===== src/rtl/long_arith_pkg.sv =====
// Shared types and sizing helpers for the long_adder datapath and its operand feeder.
package long_arith_pkg;

    typedef enum logic {LOAD_A, LOAD_B} load_state_t;

    // Width of one long_adder carry segment; operand sizes are built from these.
    localparam int ADDER_SIZE = 18;

    function automatic int words_for(input int size, input int word);
        return (size + word - 1) / word;
    endfunction

    // long_adder pipeline depth for a given operand width; 0 marks an unsupported width.
    function automatic int latency_for(input int size);
        if (size < 72)       return 2;
        else if (size < 252) return 3;
        else if (size < 900) return 4;
        else                 return 0;
    endfunction

endpackage


===== src/rtl/valid_delay_line.sv =====
// Fixed-depth shift register that delays a single valid bit by DEPTH clocks.
module valid_delay_line #(
    parameter int DEPTH = 4
) (
    input  logic clk,
    input  logic rst_n,
    input  logic din,
    output logic dout
);

    logic [DEPTH-1:0] pipe;

    // NOTE: sequential state uses non-blocking assignments so every flop samples pre-edge values.
    always_ff @(posedge clk or negedge rst_n) begin
        if (!rst_n) pipe <= '0;
        else        pipe <= (pipe << 1) | DEPTH'(din);
    end

    assign dout = pipe[DEPTH-1];

endmodule


===== src/rtl/long_operand_loader.sv =====
// Deserialises a 32-bit word stream into double-buffered A/B operand pairs for long_adder.
module long_operand_loader
    import long_arith_pkg::*;
#(
    parameter int SIZE    = 576,
    parameter int WORD    = 32,
    parameter int LATENCY = 4
) (
    input  logic            clk,
    input  logic            rst_n,
    input  logic            clear,
    input  logic            s_valid,
    output logic            s_ready,
    input  logic [WORD-1:0] s_data,
    output logic [SIZE-1:0] din_a,
    output logic [SIZE-1:0] din_b,
    output logic            issue,
    output logic            res_valid,
    output logic [15:0]     pair_cnt
);

    localparam int NWORDS = words_for(SIZE, WORD);
    localparam int SHW    = NWORDS * WORD;
    localparam int IDX_W  = (NWORDS > 1) ? $clog2(NWORDS) : 1;
    localparam logic [IDX_W-1:0] LAST_IDX = IDX_W'(NWORDS - 1);
    localparam logic [SHW-1:0]   WMASK    = SHW'({WORD{1'b1}});

    if (LATENCY != latency_for(SIZE)) begin : g_latency_check
        $error("long_operand_loader: LATENCY does not match long_adder depth for SIZE");
    end
    if (SIZE % ADDER_SIZE != 0) begin : g_size_check
        $warning("long_operand_loader: SIZE is not a whole number of adder segments");
    end

    // Writes one stream word into word slot idx; bits beyond SIZE fall off the top.
    function automatic logic [SIZE-1:0] place_word(input logic [SIZE-1:0] cur,
                                                   input logic [WORD-1:0] w,
                                                   input int              idx);
        return SIZE'((SHW'(cur) & ~(WMASK << (idx * WORD))) | (SHW'(w) << (idx * WORD)));
    endfunction

    load_state_t      state, state_next;
    logic [IDX_W-1:0] word_idx, idx_next;
    logic             transfer;
    logic             complete;
    logic [SIZE-1:0]  shadow_a, shadow_b;
    logic [SIZE-1:0]  merged_b;

    assign transfer = s_valid & s_ready;
    assign merged_b = place_word(shadow_b, s_data, NWORDS - 1);

    // NOTE: every combinational output gets a default first, so no path can infer a latch.
    always_comb begin
        state_next = state;
        idx_next   = word_idx;
        complete   = 1'b0;
        if (clear) begin
            state_next = LOAD_A;
            idx_next   = '0;
        end else if (transfer) begin
            if (word_idx == LAST_IDX) begin
                idx_next   = '0;
                state_next = (state == LOAD_A) ? LOAD_B : LOAD_A;
                complete   = (state == LOAD_B);
            end else begin
                idx_next = word_idx + 1'b1;
            end
        end
    end

    always_ff @(posedge clk or negedge rst_n) begin
        if (!rst_n) begin
            state    <= LOAD_A;
            word_idx <= '0;
        end else begin
            state    <= state_next;
            word_idx <= idx_next;
        end
    end

    // NOTE: the shadow buffers are plain registers and are reset so a partial pair never leaks stale data.
    always_ff @(posedge clk or negedge rst_n) begin
        if (!rst_n) begin
            s_ready  <= 1'b0;
            shadow_a <= '0;
            shadow_b <= '0;
            din_a    <= '0;
            din_b    <= '0;
            issue    <= 1'b0;
            pair_cnt <= '0;
        end else begin
            s_ready <= 1'b1;
            issue   <= complete;
            if (transfer && !clear) begin
                if (state == LOAD_A) shadow_a <= place_word(shadow_a, s_data, int'(word_idx));
                else                 shadow_b <= place_word(shadow_b, s_data, int'(word_idx));
            end
            // The last B word goes straight into din_b; shadow_b only holds the lower words.
            if (complete) begin
                din_a    <= shadow_a;
                din_b    <= merged_b;
                pair_cnt <= pair_cnt + 16'd1;
            end
        end
    end

    valid_delay_line #(.DEPTH(LATENCY)) u_res_delay (
        .clk   (clk),
        .rst_n (rst_n),
        .din   (issue),
        .dout  (res_valid)
    );

endmodule


===== config.mk =====
export PLATFORM = sky130hd
export DESIGN_NAME = long_operand_loader
export DESIGN_NICKNAME = d
export VERILOG_FILES = /design/src/rtl/long_arith_pkg.sv /design/src/rtl/valid_delay_line.sv /design/src/rtl/long_operand_loader.sv
export SDC_FILE = /design/constraint.sdc
export NUM_CORES = 2
export LEC_CHECK = 0
export BUFFER_PORTS_ARGS = -buffer_cell sky130_fd_sc_hd__buf_4
export CAP_MARGIN = 20
export CORE_AREA = 2 2 476 478
export CTS_CLUSTER_DIAMETER = 120
export CTS_CLUSTER_SIZE = 12
export DETAILED_ROUTE_END_ITERATION = 10
export DIE_AREA = 0 0 478 480
export PLACE_DENSITY_LB_ADDON = 0.08
export SYNTH_ARGS = -nofsm -noshare
export SYNTH_HDL_FRONTEND = slang
export SYNTH_HIERARCHICAL = 1
export SYNTH_SLANG_ARGS = --single-unit

===== constraint.sdc =====
create_clock -name clk -period 3 [get_ports clk]
set_clock_uncertainty 0.05 [all_clocks]
set_input_delay 0.15 -clock clk [delete_from_list [all_inputs] [get_ports clk]]
set_output_delay 0.15 -clock clk [all_outputs]
set_load 0.02 [all_outputs]

; ---- Yosys cells after proc, flatten, opt, wreduce, memory -nomap -nowiden
; Cells that the tools add are included.
[op_classes]
addsub = 2
n_shift = 2
bitwise_logic = 9
eq_ne = 1
mux = 10
n_reduce_logical = 7
[op_table]
columns = cell, n
row1 = $and A576 B576 Y576, 2
row2 = $or A576 B576 Y576, 2
row3 = $not A576 Y576, 1
row4 = $or A544 B576 Y576, 1
row5 = $shl A32 B10 Y576, 1
row6 = $shl A32 B10 Y576 const A, 1
row7 = $add A16 B1 Y16 const B, 1
row8 = $mux W5, 3
row9 = $mux W1, 7
row10 = $reduce_and A2 Y1, 3
row11 = $add A5 B1 Y5 const B, 1
row12 = $eq A5 B5 Y1 const B, 1
row13 = $or A4 B1 Y4, 1
row14 = $reduce_bool A2 Y1, 2
row15 = $and A1 B1 Y1, 1
row16 = $logic_and A1 B1 Y1, 1
row17 = $logic_not A1 Y1, 1
row18 = $not A1 Y1, 1
[word_totals]
output_inout_bits = 1171
wordCells = 41
regBits = 2332
input_bits = 36

; ---- Logic depth before layout (Yosys ltp)
[depth]
depth_word = 4
depth_mapped = 11
depth_no_buf = 7

; ---- Modules after synthesis
; The synthesis kept the hierarchy.
[modules_own_cells]
columns = module, area_each_um2, n_inst, seq_area_each_um2, cells_per_inst
row1 = long_operand_loader, 84145.7, 1, 57455.1, 7710
row2 = valid_delay_line, 100.1, 1, 100.1, 4

; ---- Worst setup path before layout
; No wires, ideal clock.
[synth_timing]
path_kind = register to register
start = register word_idx[0]
end = register shadow_a[514]
period_less_slack_ps = 2376
n_path_buf = 3
setup_slack_ps = 624
setup_ps = 121
path_stages_with_launch = 9
t_arrival_ps = 2205
required_time_ps = 2829
cell_sequence = dfrtp_1 -> clkbuf_1 -> inv_1 -> buf_1 -> ha_1 -> nor2b_1 -> nand3_1 -> clkbuf_1 -> a22o_1
[synth_via]
elab_chain_cells = 4
word_cells_on_any_way = 5
cone_classes = shift (2) / bitwise (3)
[synth_lines]
columns = item, line_no
row1 = "start, declared", long_operand_loader.sv:43  ; logic [IDX_W-1:0] word_idx, idx_next;
row2 = "start signal, assigned", long_operand_loader.sv:77  ; word_idx <= idx_next;
row3 = $shl A32 B10 Y576, long_operand_loader.sv:39  ; return SIZE'((SHW'(cur) & ~(WMASK << (idx * WORD))) | (SHW'(w) << (idx * WORD)));
row4 = $not A576 Y576, long_operand_loader.sv:39
row5 = $and A576 B576 Y576, long_operand_loader.sv:39
row6 = $or A576 B576 Y576 *, long_operand_loader.sv:39
row7 = "end signal, assigned", long_operand_loader.sv:95  ; if (state == LOAD_A) shadow_a <= place_word(shadow_a, s_data, int'(word_idx));
row8 = "end, declared", long_operand_loader.sv:46  ; logic [SIZE-1:0] shadow_a, shadow_b;
; Mark *: on every way between the ends. The rest lies on a longest branch, timed or not.
; A chain may end at the register's enable or synchronous reset.

; ---- Worst setup path after layout
[layout_timing]
start = register word_idx[1]
end = register shadow_a[264]
; Same word-level chain as after synthesis.

==> results.toml <==
[outcome]
status = "finished clean"

[clock_network]
cts_buffers = 209
tritoncts = "built"
cts_resized = 0
clock_path_buffers = 3
clock_latency_ps = 860
clk_pin_slew_ps = 70
cts_root_buffer = "clkbuf_16"
clkSinkCount = 2300
h-tree-depth = 4

[logic_synthesis]
syn_inst = 7714
ys_warn_count = 6
synth_enable_flop_cells = 0
synth_nets = 7756
synthArstFlopShare_pct = 100
synth.avg_cell_area_um2 = 10.9
yosysSeqAreaShare_pct = 68.3
synthTopCellsByArea = "dfrtp_1 (68%), nand2_1 (16%), o2bb2ai_1 (8.0%)"
yosys.area.top_type = "dfrtp_1"
synth_top_area_share_pct = 68.3
syn_area_um2 = 84200
ys.flop_type = "dfrtp_1"
yosys_register_bits = 2300
synthDistinctLibCells = 36

[pwr]
leakagePower_nw = 55.5
p_total_w = 0.0576
clockPowerShare_pct = 41.8
power_frac_comb_pct = 3.6
p_int_w = 0.0442
p_per_area_nw_per_um2 = 557
pwr-share-seq_pct = 54.6
swShare_pct = 23.1
ir_worst_vdd_uv = 453
switchingPower_w = 0.0133

[setup_path]
endpoint_kind = "flop"
worstPathArrival_ps = 3470
required_ps = 3680
r2r_setup_slack_ps = 210
reg2reg_depth = 5
reg2reg_from = "word_idx[1]"
timing.rr.end = "shadow_a[264]"
setup.worst_path.class = "flop to flop"
path_max_fanout = 32
start_kind = "flop"

[timing]
worst_slack_ps = 206
slew_headroom_pct = 25.9
worst_pin_slew_ps = 1110
finalHoldViolations = 0
period_minus_slack_ps = 2790
tns_ps = 0
clock.fmax_mhz = 358
rsz0062_at_grt = "no"
finalMaxSlewViolations = 0
fin_crit_sh_pct = 93.1
setup_violations = 0
holdWs_ps = 38.9

[floorplan]
die-height_um = 480
die_x_um = 478
die-area_um2 = 229000
coreArea_um2 = 224000
start_util_pct = 37.6
rows = 174
io_pins = 1207

[place]
place_congestion = 0.844
pre_cts_ws_ps = 246
hpwl_um = 224000
io_buffer_count = 1206

[routing]
drc_errors = 0
ant_nets = 0
viasPerCell = 5.36
dr_total_vias = 63600
firstDrtPassIters = 5
drtIter0Drc = 6118
wl_um = 341000
routedWlPerCell_um = 28.8

[grt]
grt_pass1_wl_um = 484000
overflow = 0
grt_pass1_vias = 63000
grt_max_degree = 160
antenna_found_initial = 14
grt_usage_pct = 29.3

[final_layout]
nNetsFinal = 8896
drive_above_1_share_pct = 19.6
area_delta_synth_final_pct = 22.7
utilization_pct = 46.2
n_fill_cell = 21000

[flow_run]
maxCapViolCount = 0

[worst_hold_path]
hold_path.class = "input pin to asynchronous set/reset pin"
==> stage by stage <==
step           cell area [um^2]  instances
3_5_place_dp              97500      11600
3_3_place_gp              97500      11600
5_1_grt                  103000      11900
4_1_cts                  103000      11900
6_report                 103000      11900
2_1_floorplan             84200       7714
==> worst max-delay path by stage <==
stage          slack (ps)         from  cells past startpoint            end
6_report              210  word_idx[1]                      5  shadow_a[264]
5_1_grt               120  word_idx[1]                      5  shadow_a[284]
4_1_cts               220  word_idx[0]                      5  shadow_a[276]
3_5_place_dp          250  word_idx[0]                      5  shadow_a[271]
3_3_place_gp          280  word_idx[0]                      5  shadow_a[269]
2_1_floorplan         620  word_idx[0]                      8  shadow_a[514]
==> cells by family after synthesis <==
kind of cell             after synthesis  share of synthesized area (%)
AND/OR/NAND/NOR                     3698                           16.7
flip-flops                          2300                           68.3
AO/OA/AOI/OAI                       1127                           11.7
buffers and inverters                566                           3.05
XOR/XNOR                              16                          0.166
adder cells (fa/ha/maj)                6                         0.0891
other                                  1                        0.00445
==> synth_stat cells (all sizes together) (6+ instances only) <==
master   count
nand2     3561
nor2b        7
a22o       352
xnor2        9
ha           6
nand3       26
clkbuf     247
xor2         7
buf        316
nor2        70
o2bb2ai    768
dfrtp     2300
==> power groups by stage <==
stage | logic (W) | clock network, W | registers [W]
after global placement | 0.00207 | 0 | 0.0320
after CTS | 0.00213 | 0.0246 | 0.0314
after floorplan | 0.000522 | 0 | 0.0319
after global routing | 0.00225 | 0.0257 | 0.0314
final | 0.00208 | 0.0241 | 0.0314
after detailed placement | 0.00208 | 0 | 0.0320
==> metal layers <==
| metal | routed length, um | up-vias | global-route usage (%) |
|---|---|---|---|
| met2 | 153000 | 2369 | 44.0 |
| li1 | - | 27600 | - |
| met1 | 150000 | 33200 | 41.3 |
| met4 | 16000 | 2 | 12.4 |
| met3 | 22800 | 455 | 5.78 |
| met5 | 17 | - | 0 |
==> layout by cell type (no fill, tap or decap), types with 3 or more instances in the layout <==
master,synthesis,final
and3_1,3,3
nand3_1,26,9
nand3_2,0,17
dlygate4sd3_1,0,36
dfrtp_1,2300,2298
nand4_1,5,5
a22o_1,352,352
clkbuf_16,0,214
nor4_1,4,4
xor2_1,7,7
xnor2_1,9,9
nand2_2,0,17
nand2_1,3561,3533
nor3_1,5,4
nand2_4,0,11
a21oi_1,5,5
nor2b_1,7,6
nor2_1,70,69
o2bb2ai_1,768,768
diode_2,0,6
buf_4,30,1385
buf_12,0,69
ha_1,6,6
==> registers in the layout, indices dropped and copies added (netlist names) <==
signal / flops
din_a: 576
word_idx: 5
state: 1
s_ready: 1
shadow_b: 544
u_res_delay/pipe: 4
din_b: 576
shadow_a: 576
issue: 1
pair_cnt: 16
==> timing repair <==
item / in CTS / in global routing
buffers inserted: 0 / 0
hold buffers: 37 / 0
endpoints found under the setup margin: 0 / 0
hold endpoints to repair: 2403 / 0
==> worst max-delay path, cell delays in order (launching register included) <==
cell and delay [ps]:
dfrtp_1 480, inv_1 140, ha_1 200, nor2b_1 570, nand2_2 760, a22o_1 420
==> area by class of cell <==
cell class	count	area (um^2)	area share [%]
inverter	3	18.8	0.0182
multi-input combinational	4848	24400	23.6
clock buffer	215	5360	5.18
timing repair buffer	1492	12200	11.8
antenna	6	15.0	0.0145
clock inverter	8	139	0.134
tap	2992	3740	3.62
sequential	2300	57600	55.7
No activity file was read; power rests on OpenSTA's default activity.
